**src/rtl/player_cond_unit.sv**
```systemverilog
// Per-frame player pose conditioner: latches the requested pose, probes the wall map
// for the full move and both single-axis slides, then commits a legal pose and wraps the angle.
module player_cond_unit #(
    parameter int unsigned MAP_W      = 16,
    parameter int unsigned MAP_H      = 16,
    parameter int unsigned CELL_SHIFT = 6,
    parameter int unsigned ANGLE_MAX  = 360,
    parameter logic [31:0] INIT_X     = 32'h0000_0060,
    parameter logic [31:0] INIT_Y     = 32'h0000_0060
) (
    input  logic        Clk,
    input  logic        Reset,
    input  logic        frame_tick,
    input  logic [31:0] req_x,
    input  logic [31:0] req_y,
    input  logic [31:0] req_a,
    output logic [7:0]  map_addr,
    input  logic        map_data,
    output logic [31:0] cond_x,
    output logic [31:0] cond_y,
    output logic [31:0] cond_a,
    output logic        busy,
    output logic        done
);

    typedef enum logic [2:0] {IDLE, RD_XY, RD_X, RD_Y, DECIDE} state_t;

    state_t      state;
    logic [31:0] rx, ry, ra;
    logic        w_xy, w_x, wall_y;

    function automatic logic [7:0] cell_addr(input logic [31:0] x, input logic [31:0] y);
        logic [31:0] cx, cy, a;
        cx = x >> CELL_SHIFT;
        cy = y >> CELL_SHIFT;
        a  = {28'd0, cy[3:0]} * MAP_W + {28'd0, cx[3:0]};
        return a[7:0];
    endfunction

    function automatic logic cell_oob(input logic [31:0] x, input logic [31:0] y);
        return ((x >> CELL_SHIFT) >= MAP_W) || ((y >> CELL_SHIFT) >= MAP_H);
    endfunction

    // ROM data arrives one cycle after its address, so each capture re-derives
    // the out-of-bounds flag of the address issued in the previous state.
    always_comb begin
        wall_y = map_data | cell_oob(cond_x, ry);
    end

    always_ff @(posedge Clk) begin
        if (Reset) begin
            state    <= IDLE;
            cond_x   <= INIT_X;
            cond_y   <= INIT_Y;
            cond_a   <= '0;
            busy     <= 1'b0;
            done     <= 1'b0;
            map_addr <= '0;
            rx       <= '0;
            ry       <= '0;
            ra       <= '0;
            w_xy     <= 1'b0;
            w_x      <= 1'b0;
        end else begin
            done <= 1'b0;
            case (state)
                IDLE: begin
                    if (frame_tick) begin
                        rx       <= req_x;
                        ry       <= req_y;
                        ra       <= req_a;
                        map_addr <= cell_addr(req_x, req_y);
                        busy     <= 1'b1;
                        state    <= RD_XY;
                    end
                end
                RD_XY: begin
                    map_addr <= cell_addr(rx, cond_y);
                    state    <= RD_X;
                end
                RD_X: begin
                    w_xy     <= map_data | cell_oob(rx, ry);
                    map_addr <= cell_addr(cond_x, ry);
                    state    <= RD_Y;
                end
                RD_Y: begin
                    w_x   <= map_data | cell_oob(rx, cond_y);
                    state <= DECIDE;
                end
                DECIDE: begin
                    if (!w_xy) begin
                        cond_x <= rx;
                        cond_y <= ry;
                    end else if (!w_x) begin
                        cond_x <= rx;
                    end else if (!wall_y) begin
                        cond_y <= ry;
                    end
                    cond_a <= (ra >= ANGLE_MAX) ? ra - ANGLE_MAX : ra;
                    busy   <= 1'b0;
                    done   <= 1'b1;
                    state  <= IDLE;
                end
                default: state <= IDLE;
            endcase
        end
    end

endmodule
```
**config.mk**
```make
export PLATFORM = sky130hd
export DESIGN_NAME = player_cond_unit
export DESIGN_NICKNAME = d
export VERILOG_FILES = /design/src/rtl/player_cond_unit.sv
export SDC_FILE = /design/constraint.sdc
export NUM_CORES = 1
export LEC_CHECK = 0
export CAP_MARGIN = 25
export CELL_PAD_IN_SITES_DETAIL_PLACEMENT = 1
export CELL_PAD_IN_SITES_GLOBAL_PLACEMENT = 2
export CORE_UTILIZATION = 29
export DETAILED_ROUTE_END_ITERATION = 16
export PLACE_DENSITY = 0.91
export SETUP_SLACK_MARGIN = 0.3
export SYNTH_ARGS = -nofsm -noshare
export SYNTH_HDL_FRONTEND = slang
export SYNTH_SLANG_ARGS = --single-unit
```
**constraint.sdc**
```tcl
create_clock -name Clk -period 2.6 [get_ports Clk]
set_input_delay 0.52 -clock Clk [delete_from_list [all_inputs] [get_ports Clk]]
set_output_delay 0.52 -clock Clk [all_outputs]
set_load 0.01 [all_outputs]
```
======== Yosys cells after proc, flatten, opt, wreduce, memory -nomap -nowiden ========
Index checks and enable logic that the tools add are counted.
storage, ports and cells
  register bits after elaboration ......... 207
  input bits .............................. 100
  output and inout port bits .............. 106
  logic and storage cells ................. 56
cells by class
  add/subtract/negate cells ............... 4
  $lt $le $gt $ge ......................... 5
  equal/unequal tests ..................... 8
  muxes and demuxes ....................... 13
  bitwise operators ....................... 3
  reduce and logical (&&, ||, !) cells .... 11
operators with widths
  operator                                               number
  two-way mux 32 bit                                     6
  >= comparator 26 x 5 -> 1 bit, second input constant   4
  >= comparator 32 x 9 -> 1 bit, second input constant   1
  subtractor 32 x 9 -> 32 bit, second input constant     1
  adder 8 x 4 -> 8 bit                                   3
  one-hot mux 8 bit (3 select lines)                     1
  one-hot mux 3 bit (4 select lines)                     1
  two-way mux 8 bit                                      1
  AND reduction 2 bit                                    4
  == test 3 x 2 -> 1 bit, second input constant          2
  inequality test 2 bit, second input constant           3
  == test 3 x 1 -> 1 bit, second input constant          1
  == test 3 bit, second input constant                   1
  logical NOT 3 bit                                      1
  logical OR 1 bit                                       3
  two-way mux 3 bit                                      1
  OR 1 bit                                               3
  AND reduction 3 bit                                    1
  nonzero test 3 bit                                     1
  two-way mux 1 bit                                      2
  inequality test 2 x 1 -> 1 bit, second input constant  1
  one-hot mux 1 bit (2 select lines)                     1
  nonzero test 2 bit                                     1

======== Depth between registers and ports, before layout ========
  depth after elaboration ................. 6
  depth in mapped cells ................... 8
  depth with buffers taken out ............ 7

======== Worst setup path after synthesis ========
No wires, ideal clock.
  kind .................................... register -> register
  start point ............................. register ra[25]
  end point ............................... register cond_a[6]
  setup time .............................. 0.088 ns
  data arrival time ....................... 2.146 ns
  required time ........................... 2.512 ns
  setup slack ............................. 0.366 ns
  stages on the path, launching flop included .. 7
  path buffers ............................ 1
  clock period less this slack ............ 2.234 ns
  path through ............................ dfxtp_1 > or4_4 > or3_4 > nor4_4 > buf_6 > o21ai_1 > a311oi_2
between the ends
  word-level cells in the longest chain between the ends .. 2
ends and longest elaborated chain
  item                           RTL line  text
  from (decl)                    29        logic [31:0] rx, ry, ra;
  from (signal assigned)         71        ra <= req_a;
  >= comparator 32 x 9 -> 1 bit  99        cond_a <= (ra >= ANGLE_MAX) ? ra - ANGLE_MAX : ra;
  two-way mux 32 bit             99
  to (signal assigned)           99
  to (decl)                      21        output logic [31:0] cond_a,
Every way passes these cells.
A chain may end at the register's enable or synchronous reset.

======== Worst setup path in the final report ========
  start point ............................. register ra[26]
  end point ............................... register cond_a[4]
The elaborated chain is that of the path after synthesis.

==> results_dict.tcl <==
set metrics [dict create \
    status "finished clean" \
    crit_slowest_cell "or4_4" \
    grt_setup_unrepaired "yes" \
    synth_top_cell_area_share 0.483 \
    crit_top_cell "or4_4" \
    drtIter0Drc 365 \
    synth_seq_cells 207 \
    root_buffer "clkbuf_16" \
    syn_to_final_growth_pct 40.9 \
    yosys-top-cells-area "dfxtp_1, nand2_1, a21oi_1, nand2b_1, mux2i_1" \
    end_kind "flop" \
    dieArea_mm2 0.0303 \
    num_rows 62 \
    critical-path-top-delay-family "simple AND/OR/NAND/NOR gates" \
    slew_headroom 0.593 \
    fillers 3369 \
    crit_fanout 6 \
    synth_cells 1040 \
    synth_top_area_cell "dfxtp_1" \
    fin_cells 1625 \
    synth_cell_types 57 \
    async_flop_share 0 \
    cts_tree "done" \
    syn_nets 1141 \
    maxCapViolCount 0 \
    use_met1 0.231 \
    track_usage 0.177 \
    startpoint "ra[26]" \
    vias 8036 \
    p_per_area_mw_per_mm2 654 \
    grtUsageMet3 0.0499 \
    dp_hpwl_mm 19.2 \
    crit_type "flop to flop" \
    first_global_vias 8130 \
    hold_class "input port to flop" \
    ir_drop_v 0.000364 \
    fin_crit_sh 0.878 \
    critPathMaxStageDelay_ns 0.56 \
    ys.flop_type "dfxtp_1" \
    io_pins 206 \
    clkLatencyLatePin_ns 0.52 \
    synth_seq_area_share 0.483 \
    required_ns 3.00 \
    drive_gt1_frac 0.0895 \
    grt_pass1_wl_mm 43.6 \
    wl_mm 27.7 \
    routedWlPerCell_um 17.1 \
    synth_commonest_cells "nand2_1, dfxtp_1, a21oi_1" \
    synth_warnings 0 \
    synth_edf_count 0 \
    finalMaxSlewViolations 0 \
    timing.rr.start "ra[26]" \
    drt-pass1-iter-count 4 \
    core_area_mm2 0.0289 \
    synth_most_common_cell "nand2_1" \
    dieWidth_um 174 \
    crit_chain "or4_4 > or3_4 > or4_4 > mux2i_1 > a21o_1" \
    viasPerCell 4.95 \
    chipHeight_um 174 \
    clk_pin_slew_ns 0.06 \
    globalplace.congestion 0.758 \
    cts.htree.levels 1 \
    grt_use_met2 0.291 \
    cts_buffer_depth 3 \
    antenna_found_initial 1 \
    grt_max_degree 80 \
    ant_nets 0 \
    gr-total-overflow 0 \
    fin_skew_ns 0.0219 \
    busiest_layer "met2" \
    worstPathArrival_ns 2.69 \
    nets 1326 \
    cts_buffers 24 \
    finalCriticalPeriod_ns 2.28 \
    crit_buf_inv 0 \
    hold_start "Reset" \
    p_leak_uw 0.00414 \
    setup_viol 0 \
    synthesis.area_mm2 0.00858 \
    tightestPinTransition_ns 0.610 \
    startpoint_type "flop" \
    cts_sinks 207 \
    placed_cells 1582 \
    synth.avg_cell_area_um2 8.25 \
    final_core_util 0.417 \
    port_buffers 205 \
    fmax_ghz 0.438 \
    ff2ff_setup_slack_ns 0.32 \
    drc 0 \
    start_util 0.296 \
    hold_violations 0 \
]
routing by layer:
metal,vias up,wire length [um]
met5,-,0
met4,0,287
met3,23,1950
met2,166,12700
met1,3878,12800
li1,3969,-
layout make-up:
cell class | instances | area (um2) | share of cell area
diodes | 1 | 2.50 | 0.000207
inverters | 8 | 30.0 | 0.00249
well taps | 384 | 480 | 0.0398
multi-input cells | 749 | 4260 | 0.353
flip-flops and latches | 207 | 4150 | 0.343
clock inverters | 8 | 101 | 0.00839
clock buffers | 33 | 674 | 0.0558
repair buffers | 235 | 2380 | 0.197
kinds of logic (layout without fill, tap and decap cells):
| group | Yosys count | after routing | share of synthesized area |
|---|---|---|---|
| AOI/OAI and AO/OA | 221 | 221 | 0.163 |
| xor gates and xnor gates | 2 | 2 | 0.00204 |
| buffers and inverters | 84 | 284 | 0.0391 |
| DFF | 207 | 207 | 0.483 |
| other | 0 | 1 | 0 |
| muxes | 33 | 33 | 0.0385 |
| and+or+nand+nor | 492 | 492 | 0.273 |
| adders and majority gates | 1 | 1 | 0.00146 |
placed cells by master, fill, tap and decap left out, types with 7 or more instances in the layout:
| cell type | n |
|---|---|
| a211oi_1 | 7 |
| nor2_1 | 43 |
| nor4_1 | 23 |
| buf_4 | 21 |
| nand2_1 | 279 |
| mux2i_1 | 32 |
| o22a_1 | 8 |
| dfxtp_1 | 206 |
| o221ai_1 | 8 |
| a21oi_1 | 142 |
| nor4_2 | 7 |
| clkdlybuf4s50_1 | 204 |
| or3_1 | 9 |
| buf_12 | 8 |
| nand2b_1 | 63 |
| a311oi_2 | 9 |
| a311oi_1 | 9 |
| inv_1 | 8 |
| nand3_1 | 7 |
| clkbuf_16 | 24 |
| nor3_1 | 10 |
state kept, by name, indices dropped and copies added (netlist names):
name	flops
cond_x	32
cond_y	32
busy	1
state	3
cond_a	32
ry	32
w_xy	1
done	1
map_addr	8
w_x	1
ra	32
rx	32
through the flow:
step	cell area, um2	power [uW]	hold WS (ns)	TNS [ns]	setup WS (ns)
final	12100	7900	0.427	0	0.317
after global routing	12100	8280	0.437	0	0.280
after CTS	11900	7970	0.413	0	0.259
after detailed placement	11100	4580	0.446	-1.82	-0.0947
after global placement	11100	4550	0.441	-0.146	-0.0119
after floorplan	8580	4090	0.432	0	0.366
power by group:
part | switching [uW] | internal, uW
clock network | 1330 | 2000
registers | 139 | 3310
logic | 592 | 516
worst paths after layout:
kind | endpoint | cells after the start
worst max-delay path | cond_a[4] | 5
worst min-delay path | ry[3] | 2
worst min register to register | map_addr[7] | 2
worst max register to register | cond_a[4] | 5
repair_timing:
action | CTS | global route
hold buffers | 0 | 0
endpoints found under the hold margin | 0 | 0
buffers inserted | 0 | 1
pin swaps | 0 | 3
cloned | 0 | 0
endpoints found under the setup margin | 26 | 58
gates resized for setup | 3 | 24
worst register-to-register path: stages (launching register included):
cell     delay (ns)
dfxtp_1        0.35
or4_4          0.56
or3_4          0.39
or4_4          0.56
mux2i_1        0.14
a21o_1         0.18
No activity file was read; power rests on OpenSTA's default activity.
